**config.mk**
```make
export PLATFORM = sky130hd
export DESIGN_NAME = assert_report_arbiter
export DESIGN_NICKNAME = d
export VERILOG_FILES = /design/src/rtl/assert_report_arbiter.sv
export SDC_FILE = /design/constraint.sdc
export NUM_CORES = 1
export LEC_CHECK = 0
export ABC_CLOCK_PERIOD_IN_PS = 3800
export BUFFER_PORTS_ARGS = -buffer_cell sky130_fd_sc_hd__buf_2
export CORE_MARGIN = 2
export CORE_UTILIZATION = 55
export DETAILED_ROUTE_END_ITERATION = 8
export PLACE_DENSITY = 0.75
export REMOVE_ABC_BUFFERS = 1
export SLEW_MARGIN = 20
export SYNTH_ARGS = -nofsm -noshare
export SYNTH_HDL_FRONTEND = slang
export SYNTH_SLANG_ARGS = --single-unit
```
**constraint.sdc**
```tcl
create_clock -name clk -period 3.8 [get_ports clk]
set_input_delay 0.19 -clock clk [delete_from_list [all_inputs] [get_ports clk]]
set_output_delay 0.19 -clock clk [all_outputs]
set_load 0.01 [all_outputs]
```
**src/rtl/assert_report_arbiter.sv**
```systemverilog
// assert_report_arbiter
// Gathers single-cycle failure pulses from N_SRC assertion monitors.
// Keeps sticky, saturating-count and overflow status for each source.
// Pending events share one valid/ready report channel, served round-robin.
// Each report carries the free-running cycle stamp of the failure it reports.
module assert_report_arbiter #(
    parameter int N_SRC = 4,
    parameter int CNT_W = 8,
    parameter int TS_W  = 16
) (
    input  logic                     clk,
    input  logic                     reset,
    input  logic [N_SRC-1:0]         fail,
    input  logic                     clear,
    output logic                     rpt_valid,
    input  logic                     rpt_ready,
    output logic [$clog2(N_SRC)-1:0] rpt_id,
    output logic [TS_W-1:0]          rpt_ts,
    output logic                     any_fail,
    output logic [N_SRC-1:0]         fail_sticky,
    output logic [N_SRC-1:0]         overflow,
    output logic [N_SRC*CNT_W-1:0]   fail_count
);

    localparam int ID_W = $clog2(N_SRC);

    typedef enum logic {
        S_IDLE,
        S_PRESENT
    } state_e;

    // Free-running timestamp
    logic [TS_W-1:0]  ts_q;

    // Per-source status
    logic [N_SRC-1:0] pending_q, pending_d;
    logic [N_SRC-1:0] sticky_q,  sticky_d;
    logic [N_SRC-1:0] ovf_q,     ovf_d;
    logic [CNT_W-1:0] cnt_q     [N_SRC];
    logic [CNT_W-1:0] cnt_d     [N_SRC];
    logic [TS_W-1:0]  pend_ts_q [N_SRC];
    logic [TS_W-1:0]  pend_ts_d [N_SRC];

    // Report channel
    state_e           state_q;
    logic             rpt_valid_q;
    logic [ID_W-1:0]  rpt_id_q;
    logic [TS_W-1:0]  rpt_ts_q;
    logic [ID_W-1:0]  rr_ptr_q;

    logic             accept;
    logic [N_SRC-1:0] accept_oh;
    logic             sel_found;
    logic [ID_W-1:0]  sel_idx;

    assign accept = rpt_valid_q && rpt_ready;

    // Timestamp counter: wraps naturally and ignores clear
    always_ff @(posedge clk or negedge reset) begin
        // NOTE: sequential state uses non-blocking (<=) so every flop samples pre-edge values.
        if (!reset) begin
            ts_q <= '0;
        end else begin
            ts_q <= ts_q + TS_W'(1);
        end
    end

    // One-hot of the source whose report is being accepted this cycle
    always_comb begin
        for (int i = 0; i < N_SRC; i++) begin
            accept_oh[i] = accept && (rpt_id_q == ID_W'(i));
        end
    end

    // Round-robin pick: first pending index at or after rr_ptr, wrapping
    always_comb begin
        // NOTE: every always_comb output gets a default first so no latch is inferred.
        sel_found = 1'b0;
        sel_idx   = '0;
        for (int k = 0; k < N_SRC; k++) begin
            if (!sel_found && pending_q[(int'(rr_ptr_q) + k) % N_SRC]) begin
                sel_found = 1'b1;
                sel_idx   = ID_W'((int'(rr_ptr_q) + k) % N_SRC);
            end
        end
    end

    // Next-state of per-source status; clear wins over a same-cycle failure
    always_comb begin
        pending_d = pending_q;
        sticky_d  = sticky_q;
        ovf_d     = ovf_q;
        for (int i = 0; i < N_SRC; i++) begin
            cnt_d[i]     = cnt_q[i];
            pend_ts_d[i] = pend_ts_q[i];
        end
        if (clear) begin
            pending_d = '0;
            sticky_d  = '0;
            ovf_d     = '0;
            for (int i = 0; i < N_SRC; i++) begin
                cnt_d[i]     = '0;
                pend_ts_d[i] = '0;
            end
        end else begin
            for (int i = 0; i < N_SRC; i++) begin
                if (fail[i]) begin
                    sticky_d[i] = 1'b1;
                    if (cnt_q[i] != {CNT_W{1'b1}}) begin
                        cnt_d[i] = cnt_q[i] + CNT_W'(1);
                    end
                    // A free slot, or one being drained right now, takes the new event;
                    // otherwise the oldest unreported event is kept and overflow flags the loss.
                    if (!pending_q[i] || accept_oh[i]) begin
                        pending_d[i] = 1'b1;
                        pend_ts_d[i] = ts_q;
                    end else begin
                        ovf_d[i] = 1'b1;
                    end
                end else if (accept_oh[i]) begin
                    pending_d[i] = 1'b0;
                end
            end
        end
    end

    // Per-source status registers
    always_ff @(posedge clk or negedge reset) begin
        if (!reset) begin
            pending_q <= '0;
            sticky_q  <= '0;
            ovf_q     <= '0;
            // NOTE: these small per-source arrays are flops, not RAM, so resetting them is cheap and keeps outputs defined.
            for (int i = 0; i < N_SRC; i++) begin
                cnt_q[i]     <= '0;
                pend_ts_q[i] <= '0;
            end
        end else begin
            pending_q <= pending_d;
            sticky_q  <= sticky_d;
            ovf_q     <= ovf_d;
            for (int i = 0; i < N_SRC; i++) begin
                cnt_q[i]     <= cnt_d[i];
                pend_ts_q[i] <= pend_ts_d[i];
            end
        end
    end

    // Report FSM with registered channel outputs and round-robin pointer
    always_ff @(posedge clk or negedge reset) begin
        if (!reset) begin
            state_q     <= S_IDLE;
            rpt_valid_q <= 1'b0;
            rpt_id_q    <= '0;
            rpt_ts_q    <= '0;
            rr_ptr_q    <= '0;
        end else if (clear) begin
            state_q     <= S_IDLE;
            rpt_valid_q <= 1'b0;
            rpt_id_q    <= '0;
            rpt_ts_q    <= '0;
            rr_ptr_q    <= '0;
        end else begin
            case (state_q)
                S_IDLE: begin
                    if (sel_found) begin
                        rpt_id_q    <= sel_idx;
                        rpt_ts_q    <= pend_ts_q[sel_idx];
                        rpt_valid_q <= 1'b1;
                        state_q     <= S_PRESENT;
                    end
                end
                S_PRESENT: begin
                    if (rpt_ready) begin
                        rpt_valid_q <= 1'b0;
                        rr_ptr_q    <= (rpt_id_q == ID_W'(N_SRC - 1)) ? '0 : rpt_id_q + ID_W'(1);
                        state_q     <= S_IDLE;
                    end
                end
            endcase
        end
    end

    // Output packing
    always_comb begin
        fail_count = '0;
        for (int i = 0; i < N_SRC; i++) begin
            fail_count[i*CNT_W +: CNT_W] = cnt_q[i];
        end
    end

    assign rpt_valid   = rpt_valid_q;
    assign rpt_id      = rpt_id_q;
    assign rpt_ts      = rpt_ts_q;
    assign fail_sticky = sticky_q;
    assign overflow    = ovf_q;
    assign any_fail    = |sticky_q;

endmodule

```
==> flow_metrics.env, run 1 <==
export IMPL_status="complete, no violations"
export IMPL_pwr_share_comb_pct=7.6
export IMPL_seqPwrFrac_pct=43.5
export IMPL_fin_worst_skew_ps=5.17
export IMPL_synth_seq_area_share_pct=56.3
export IMPL_fin_ws_ps=1540
export IMPL_post_drt_wl_per_cell_um=16.6
export IMPL_synth_top_area_share_pct=56.3
export IMPL_syn_area_per_cell_um2=10.3
export IMPL_rsz0062_at_grt="false"
export IMPL_num_rows=39
export IMPL_finalHoldViolCount=0
export IMPL_clock_path_buffers=2
export IMPL_die_h_um=113
export IMPL_synth_warnings=0
export IMPL_final_layout_size_suffix_gt1_share_pct=16.6
export IMPL_grt_max_degree=74
export IMPL_crit_arrival_ps=2510
export IMPL_cp_max_fo=17
export IMPL_maxSlewViolCount=0
export IMPL_crit_path_start_kind="flip-flop"
export IMPL_hold_start="rpt_ready"
export IMPL_vdd_drop_max_mv=0.333
export IMPL_die_area_um2=12700
export IMPL_synth_cells=627
export IMPL_drc=0
export IMPL_htreeDepth=4
export IMPL_slew_headroom_pct=28.1
export IMPL_ys_flop_type="dfrtp_1"
export IMPL_netlist_top_cells_area="dfrtp_1 56%, nand2_1 6.1%, mux2i_1 5.4%, o21ai_0 5.1%, nor2_1 3.1%"
export IMPL_dpl_worst_slack_ps=1550
export IMPL_portBuffers=67
export IMPL_dpl_hpwl_um=8710
export IMPL_synth_common_cells="146 x dfrtp_1, 106 x nand2_1, 66 x o21ai_0, 53 x nor2_1, 35 x mux2i_1"
export IMPL_fp_dieW_um=113
export IMPL_top_layer="met4"
export IMPL_drt_iter0_drc=399
export IMPL_wl_met1_um=6340
export IMPL_path_clk_slew_ps=60
export IMPL_worst_setup_path_type="flip-flop to flip-flop"
export IMPL_cts_root_buf="clkbuf_16"
export IMPL_p_per_area_nw_per_um2=498
export IMPL_required_ps=4050
export IMPL_routed_wl_met2_um=6840
export IMPL_switching_power_mw=0.864
export IMPL_cp_end_kind="flip-flop"
export IMPL_layout_min_cycle_time_ps=2260
export IMPL_r2r_worst_path_cells=4
export IMPL_critPathLaunch="pending_q[0]"
export IMPL_grt_pass1_wl_um=23900
export IMPL_nNetsFinal=708
export IMPL_hold_path_endpoint="rr_ptr_q[1]"
export IMPL_grt_pass1_vias=4821
export IMPL_start_util_pct=56.5
export IMPL_vias_per_cell=5.71
export IMPL_area_growth_pct=17.1
export IMPL_gp_congestion=0.772
export IMPL_yosys_area_top_type="dfrtp_1"
export IMPL_vias=4833
export IMPL_fmax_mhz=442
export IMPL_r2r_end="rpt_ts[3]"
export IMPL_setup_viol=0
export IMPL_io_pins=68
export IMPL_drt_pass1_iterations=4
export IMPL_ff2ff_setup_slack_ps=1540
export IMPL_cts_tree="yes"
export IMPL_antenna_found_initial=0
export IMPL_power_frac_clock_pct=48.9
export IMPL_cts_resized=0
export IMPL_min_path_cells=3
export IMPL_switching_share_pct=22.9
export IMPL_p_int_mw=2.91
export IMPL_holdCritPathClass="input pin to flip-flop"
export IMPL_synth_cell_types=39
export IMPL_synth_edf_count=0
export IMPL_cap_violations=0
export IMPL_async_reset_ff_share_pct=100
export IMPL_rr_startpoint="pending_q[0]"
export IMPL_synth_most_common_cell="dfrtp_1"
export IMPL_antenna_cells=0
export IMPL_post_cts_buffers=0
export IMPL_clk_latency_ps=420
export IMPL_period_share_pct=59.5
export IMPL_ys_ff_latch=146
export IMPL_detail_route_antenna_nets=0
export IMPL_route_met3_wl_um=565
export IMPL_grt_usage_pct=23.8
export IMPL_worstMarginPinSlew_ps=1080
export IMPL_clock_sinks=146
export IMPL_synth_area_um2=6480
export IMPL_finalWirelength_um=14100
export IMPL_numCtsBuffers=17
export IMPL_core_area_um2=11500
export IMPL_setup_tns_ps=0
export IMPL_p_leak_nw=3.56
export IMPL_cts_hold_buf=1
export IMPL_grt_ovfl_total=0
[kinds of logic after synthesis]
kind of cell,count (synthesis),synth area share [%]
buf+inv,40,2.99
xor+xnor,34,4.59
mux,35,5.40
compound gates,125,12.1
simple gates,238,16.8
fa+ha+maj,9,1.74
flops,146,56.3
[final cells by class]
class / count / area [um2]
tap: 143 / 179
sequential: 146 / 3650
multi-input combinational: 441 / 2660
inverter: 9 / 33.8
clock buffer: 24 / 482
fill: 856 / 3870
clock inverter: 8 / 174
timing repair buffer: 76 / 412
[worst max-delay path by stage]
stage	endpoint	slack, ps	cells after the start
floorplan	rpt_ts[10]	1400	5
global placement	rpt_ts[15]	1650	4
detailed placement	rpt_ts[1]	1550	4
CTS	rpt_ts[3]	1530	4
global route	rpt_ts[1]	1340	4
finish	rpt_ts[3]	1540	4
[sequential cells by signal, summed over array words and instances (netlist names)]
signal and flops:
state_q 1, rpt_id 2, rpt_valid 1, fail_sticky 4, rr_ptr_q 2, overflow 4
fail_count 32, pend_ts_q 64, pending_q 4, rpt_ts 16, ts_q 16
[placed cells by master, fill, tap and decap left out, drive strengths merged]
cell,n
and2,4
o21a,1
nand4,10
a31oi,6
a21oi,24
mux2i,35
dfrtp,146
a311oi,5
nand3b,1
a41oi,2
xor2,15
nor2,54
o221ai,16
nor3,5
nor4,1
a211oi,1
or4,2
nand2b,19
o211ai,1
buf,75
nor3b,2
xnor2,19
inv,9
nand2,106
clkinv,1
and4,6
bufinv,5
o21bai,1
o22ai,1
nor2b,3
nand3,20
dlygate4sd3,1
clkinvlp,2
a21boi,1
ha,9
o21ai,66
and3,5
clkbuf,24
[through the flow]
step	std cells	power [mW]	util, %	hold slack, ps	instance area (um2)
global route	847	3.90	66.2	104	7590
finish	847	3.78	66.2	106	7590
CTS	847	3.80	66.2	89.2	7590
detailed placement	814	1.96	60.4	256	6930
global placement	814	1.94	60.3	243	6920
floorplan	596	1.82	-	-106	6320
[power by group through the flow]
stage	Combinational [mW]	Sequential, mW	Clock (mW)
floorplan	0.142	1.67	0
global placement	0.276	1.67	0
detailed placement	0.286	1.67	0
CTS	0.289	1.64	1.87
global route	0.316	1.65	1.94
finish	0.286	1.64	1.85
[layer usage]
| layer | global-route usage (%) | vias up |
|---|---|---|
| met5 | 0 | - |
| met4 | 10.2 | 0 |
| met3 | 5.29 | 30 |
| met2 | 37.2 | 103 |
| met1 | 32.4 | 2400 |
| li1 | - | 2300 |
[critical path, stage by stage, from the launching register on]
cell and delay (ps):
dfrtp_1 450, nor4_1 470, nor3_1 110, nand2b_1 790
o221ai_1 260
(Power assumes the default switching activity.)
==> run 2: changes to the inputs <==
ABC_AREA = 1   (was not set)
ABC_CLOCK_PERIOD_IN_PS = 1950   (was 3800)
CORE_UTILIZATION = 54   (was 55)
PLACE_DENSITY = 0.77   (was 0.75)
clock period = 1.95 ns   (was 3.8 ns; I/O delays follow)
==> flow_metrics.env, run 2 <==
export IMPL_status="finished, violations left"
export IMPL_violations="setup timing"
export IMPL_synth_seq_area_share_pct=50.7
export IMPL_top_register="pend_ts_q"
export IMPL_synth_top_area_share_pct=50.7
export IMPL_holdCritPathClass="input pin to flip-flop"
export IMPL_mostFrequentLayoutCells="310 x nand2_1, 144 x dfrtp_1, 74 x inv_1"
export IMPL_ys_flop_type="dfrtp_1"
export IMPL_cts_tree="yes"
export IMPL_synth_edf_count=0
export IMPL_synth_common_cells="336 x nand2_1, 146 x dfrtp_1, 76 x inv_1, 72 x nand3_1, 55 x nor2_1"
export IMPL_r2r_worst_path_cells=15
export IMPL_design_area_um2=9010
export IMPL_drt_pass1_iterations=7
export IMPL_pwr_share_comb_pct=42.0
export IMPL_switching_power_mw=4.67
export IMPL_slowest_delay_ps=460
export IMPL_async_reset_ff_share_pct=100
export IMPL_clock_path_buffers=2
export IMPL_fillers=1024
export IMPL_layout_cells_non_filler=1182
export IMPL_cp_max_fo=6
export IMPL_core_area_um2=13100
export IMPL_dp_cells=1132
export IMPL_detail_route_antenna_nets=0
export IMPL_p_per_area_nw_per_um2=1350
export IMPL_synth_compound_gate_area_share_pct=4.96
export IMPL_fmax_mhz=505
export IMPL_netlist_top_cells_area="dfrtp_1 51%, nand2_1 17%, nand3_1 5.0%, inv_1 4.0%, nand4_1 3.4%"
export IMPL_p_leak_nw=4.74
export IMPL_power_total_mw=12.2
export IMPL_synth_adder_area_share_pct=1.56
export IMPL_crit_arrival_ps=2300
export IMPL_clock_sinks=146
export IMPL_cp_end_kind="flip-flop"
export IMPL_multiInputGateArea_um2=3290
export IMPL_power_frac_clock_pct=28.1
export IMPL_final_layout_size_suffix_gt1_share_pct=23.1
export IMPL_fp_dieW_um=120
export IMPL_switching_share_pct=38.3
export IMPL_largest_reg_flops=64
export IMPL_portBuffers=67
export IMPL_place_area_um2=7860
export IMPL_grt_ovfl_total=0
export IMPL_fin_util_pct=68.6
export IMPL_clk_latency_ps=420
export IMPL_rsz0062_at_grt="true"
export IMPL_synth_most_common_cell="nand2_1"
export IMPL_synth_top_family_by_area="simple AND/OR/NAND/NOR gates"
export IMPL_num_rows=42
export IMPL_min_path_cells=4
export IMPL_cp_cell_sequence="clkinv_4 > buf_6 > nand2_1 > nand2_1 > nand2_1 > nand2_1 > nand2_2 > nand2_2 > nand2_4 > nand3_4 > clkbuf_16 > nand2_2 > nand3_2 > nand3_2 > nand2_1"
export IMPL_crit_path_start_kind="flip-flop"
export IMPL_ff2ff_setup_slack_ps=-30
export IMPL_die_h_um=120
export IMPL_fin_worst_skew_ps=6.66
export IMPL_grt_usage_pct=26.0
export IMPL_vdd_drop_max_mv=0.805
export IMPL_synth_area_um2=7210
export IMPL_grt_pass1_vias=6014
export IMPL_drt_iter0_drc=488
export IMPL_synth_cells=894
export IMPL_drc=0
export IMPL_vias_per_cell=5.53
export IMPL_p_int_mw=7.53
export IMPL_worst_setup_path_type="flip-flop to flip-flop"
export IMPL_gp_congestion=0.878
export IMPL_layout_min_cycle_time_ps=1980
export IMPL_antenna_cells=0
export IMPL_htreeDepth=4
export IMPL_period_share_pct=102
export IMPL_cap_violations=0
export IMPL_dpl_hpwl_um=11600
export IMPL_regArea_um2=3660
export IMPL_cp_depth=15
export IMPL_synth_simple_gate_area_share_pct=33.6
export IMPL_cp_slowest_cell="dfrtp_2"
export IMPL_io_pins=68
export IMPL_grt_pass1_wl_um=29400
export IMPL_crit_buf_inv=3
export IMPL_synthXorXnorAreaFrac_pct=1.94
export IMPL_vias=6535
export IMPL_worstMarginPinSlew_ps=718
export IMPL_grt_max_degree=47
export IMPL_finalWirelength_um=19000
export IMPL_seqPwrFrac_pct=29.9
export IMPL_synthMuxAreaShare_pct=0
export IMPL_layout_commonest_cell="nand2_1"
export IMPL_post_drt_wl_per_cell_um=16.1
export IMPL_setup_tns_ps=-109
export IMPL_setup_viol=8
export IMPL_slew_headroom_pct=52.1
export IMPL_ys_ff_latch=146
export IMPL_die_area_um2=14300
export IMPL_synth_cell_types=37
export IMPL_cpMostUsedCell="nand2_1"
export IMPL_path_clk_slew_ps=60
export IMPL_path_delay_family="simple AND/OR/NAND/NOR gates"
export IMPL_area_growth_pct=25.0
export IMPL_fin_ws_ps=-30.8
export IMPL_antenna_found_initial=0
export IMPL_start_util_pct=54.9
export IMPL_finalHoldViolCount=0
export IMPL_nNetsFinal=1010
export IMPL_cts_root_buf="clkbuf_16"
export IMPL_numCtsBuffers=17
export IMPL_required_ps=2270
export IMPL_syn_area_per_cell_um2=8.06
export IMPL_synth_warnings=0
export IMPL_yosys_area_top_type="dfrtp_1"
export IMPL_maxSlewViolCount=0
-- run 2: changes by cell type after synthesis, moves of 29 or more --
cell and change:
nand2_1 +230, inv_1 +67, nand3_1 +52, o21ai_0 -39, mux2i_1 -35, nand4_1 +29
-- run 2: what timing repair did --
item,in CTS,in global routing
cloned,0,3
setup buffers,0,10
setup endpoints to repair,14,38
hold endpoints to repair,78,0
pin swaps,0,25
gates resized for setup,1,86
hold buffers,5,0
-- run 2: stage by stage --
stage | worst slack [ps] | hold slack (ps)
2_1_floorplan | -162 | -198
3_3_place_gp | 12.1 | 58.5
3_5_place_dp | -43.3 | 55.8
4_1_cts | 9.79 | 39.0
5_1_grt | -137 | 70.0
6_report | -30.8 | 54.0
-- run 2: path summary, 6_finish.rpt --
path,endpoint,from
setup / recovery,rpt_ts[8],rr_ptr_q[0]
hold / removal,rpt_valid,rpt_ready
setup reg to reg,rpt_ts[8],rr_ptr_q[0]
hold reg to reg,rpt_ts[10],rpt_ts[10]
max in group asynchronous,rr_ptr_q[1],reset
min in group asynchronous,fail_count[4],reset
-- run 2: layer usage --
metal / GRT usage [%] / up-vias / wire [um]
li1: - / 3070 / -
met1: 36.0 / 3148 / 8140
met2: 41.1 / 274 / 9080
met3: 6.04 / 43 / 1370
met4: 8.31 / 0 / 458
met5: 0 / - / 0
-- run 2: area by class of cell --
| class | count | area share (%) |
|---|---|---|
| clock buffers | 19 | 4.80 |
| inverters | 84 | 3.74 |
| flip-flops and latches | 146 | 40.6 |
| repair buffers | 113 | 9.86 |
| well taps | 176 | 2.44 |
| clock inverters | 13 | 2.04 |
| multi-input cells | 631 | 36.5 |
-- run 2: worst min-delay path: stages --
cell	delay [ps]
buf_2	130
nand2_1	80
nand3_1	80
nand2_1	50
-- run 2: power by group through the flow --
stage               Clock (mW)  Sequential (mW)  Combinational, mW
global placement             0             3.67               3.65
CTS                       3.46             3.62               3.78
global route              3.60             3.68               5.49
finish                    3.43             3.65               5.13
detailed placement           0             3.67               3.74
floorplan                    0             3.73               2.15
-- run 2: kinds of logic (layout without fill, tap and decap cells) --
group,after synthesis,count (layout)
adder cells (fa/ha/maj),9,9
buffers and inverters,117,229
AO/OA/AOI/OAI,63,63
XOR/XNOR,16,16
AND/OR/NAND/NOR,543,543
flip-flops,146,146
==> run 3: changes to the inputs <==
ABC_AREA = not set   (was 1)
CORE_UTILIZATION = 53   (was 54)
PLACE_DENSITY = 0.76   (was 0.77)
==> flow_metrics.env, run 3 (synthesized netlist as in run 1, its figures left out) <==
export IMPL_p_per_area_nw_per_um2=935
export IMPL_num_rows=40
export IMPL_drt_iter0_drc=354
export IMPL_switching_share_pct=23.7
export IMPL_grt_pass1_vias=5059
export IMPL_holdCritPathClass="input pin to flip-flop"
export IMPL_fin_worst_skew_ps=6.16
export IMPL_cp_max_fo=33
export IMPL_clock_sinks=146
export IMPL_nNetsFinal=720
export IMPL_core_area_um2=12000
export IMPL_required_ps=2240
export IMPL_vias=4933
export IMPL_area_growth_pct=19.4
export IMPL_p_leak_nw=3.62
export IMPL_dp_cells=828
export IMPL_post_cts_buffers=0
export IMPL_design_area_um2=7740
export IMPL_cts_tree="yes"
export IMPL_status="complete, no violations"
export IMPL_worst_setup_path_type="flip-flop to flip-flop"
export IMPL_drt_pass1_iterations=5
export IMPL_antenna_cells=0
export IMPL_cp_end_kind="flip-flop"
export IMPL_io_pins=68
export IMPL_final_layout_size_suffix_gt1_share_pct=18.0
export IMPL_antenna_found_initial=0
export IMPL_grt_pass1_wl_um=24000
export IMPL_dpl_hpwl_um=9300
export IMPL_vdd_drop_max_mv=0.563
export IMPL_top_register="pend_ts_q"
export IMPL_setup_viol=0
export IMPL_gp_congestion=0.846
export IMPL_detail_route_antenna_nets=0
export IMPL_fmax_mhz=559
export IMPL_period_share_pct=91.7
export IMPL_worstMarginPinSlew_ps=500
export IMPL_crit_path_start_kind="flip-flop"
export IMPL_power_total_mw=7.24
export IMPL_grt_ovfl_total=0
export IMPL_multiInputGateArea_um2=2650
export IMPL_p_int_mw=5.52
export IMPL_layout_cells_non_filler=863
export IMPL_start_util_pct=54.2
export IMPL_mostFrequentLayoutCells="146 x dfrtp_1, 106 x nand2_1, 66 x o21ai_0, 66 x buf_2, 53 x nor2_1"
export IMPL_post_drt_wl_per_cell_um=16.5
export IMPL_pwr_share_comb_pct=8.5
export IMPL_regArea_um2=3650
export IMPL_path_clk_slew_ps=60
export IMPL_numCtsBuffers=17
export IMPL_fillers=896
export IMPL_clk_latency_ps=420
export IMPL_finalWirelength_um=14200
export IMPL_layout_min_cycle_time_ps=1790
export IMPL_htreeDepth=4
export IMPL_drc=0
export IMPL_clock_path_buffers=2
export IMPL_ff2ff_setup_slack_ps=160
export IMPL_finalHoldViolCount=0
export IMPL_largest_reg_flops=64
export IMPL_power_frac_clock_pct=47.2
export IMPL_cts_root_buf="clkbuf_16"
export IMPL_maxSlewViolCount=0
export IMPL_crit_arrival_ps=2080
export IMPL_cap_violations=0
export IMPL_die_h_um=115
export IMPL_grt_max_degree=52
export IMPL_switching_power_mw=1.71
export IMPL_grt_usage_pct=23.6
export IMPL_vias_per_cell=5.72
export IMPL_place_area_um2=7090
export IMPL_fp_dieW_um=115
export IMPL_seqPwrFrac_pct=44.3
export IMPL_slew_headroom_pct=66.6
export IMPL_layout_commonest_cell="dfrtp_1"
export IMPL_portBuffers=67
export IMPL_rsz0062_at_grt="false"
export IMPL_die_area_um2=13100
-- run 3: path summary, 6_finish.rpt --
path / start / endpoint / depth (start not counted)
worst max register to register: rr_ptr_q[1] / rpt_ts[10] / 6
worst min-delay path: fail[0] / fail_count[2] / 2
worst min register to register: pend_ts_q[18] / pend_ts_q[18] / 2
min in group asynchronous: reset / fail_count[29] / 2
worst max-delay path: rr_ptr_q[1] / rpt_ts[10] / 6
max in group asynchronous: reset / ts_q[1] / 3
-- run 3: power groups by stage --
stage | Sequential [mW] | Combinational [mW] | Clock, mW
2_1_floorplan | 3.26 | 0.277 | 0
3_3_place_gp | 3.25 | 0.590 | 0
3_5_place_dp | 3.26 | 0.610 | 0
4_1_cts | 3.20 | 0.619 | 3.47
5_1_grt | 3.21 | 0.679 | 3.60
6_report | 3.21 | 0.612 | 3.42
-- run 3: per-layer routing --
metal	routed length (um)	global-route usage [%]	vias up
li1	-	-	2328
met1	6060	29.0	2454
met2	7210	39.4	125
met3	667	6.25	26
met4	302	10.3	0
met5	0	0	-
-- run 3: repair_timing --
| action | in CTS | in global routing |
|---|---|---|
| gates resized for setup | 0 | 0 |
| endpoints found under the hold margin | 50 | 0 |
| hold buffers | 3 | 0 |
-- run 3: per-stage QoR --
stage	hold slack [ps]	worst slack, ps	util (%)	setup TNS, ps
6_report	25.2	162	64.7	0
5_1_grt	40.8	6.29	64.7	0
4_1_cts	8.76	145	64.7	0
3_5_place_dp	84.4	168	59.2	0
3_3_place_gp	68.9	293	59.2	0
2_1_floorplan	-198	-447	-	-25680
-- run 3: critical path, stage by stage (launching register included) --
cell and delay (ps):
dfrtp_1 450, mux2i_1 220, nor2_1 90, nor3_4 200
buf_12 280, mux2i_1 280, o221ai_2 130
-- run 3: cell type report --
type	instances	share of cell area, %
repair buffers	88	7.67
multi-input cells	441	34.2
clock inverters	12	2.33
well taps	147	2.38
inverters	9	0.436
clock buffers	20	5.77
flip-flops and latches	146	47.2
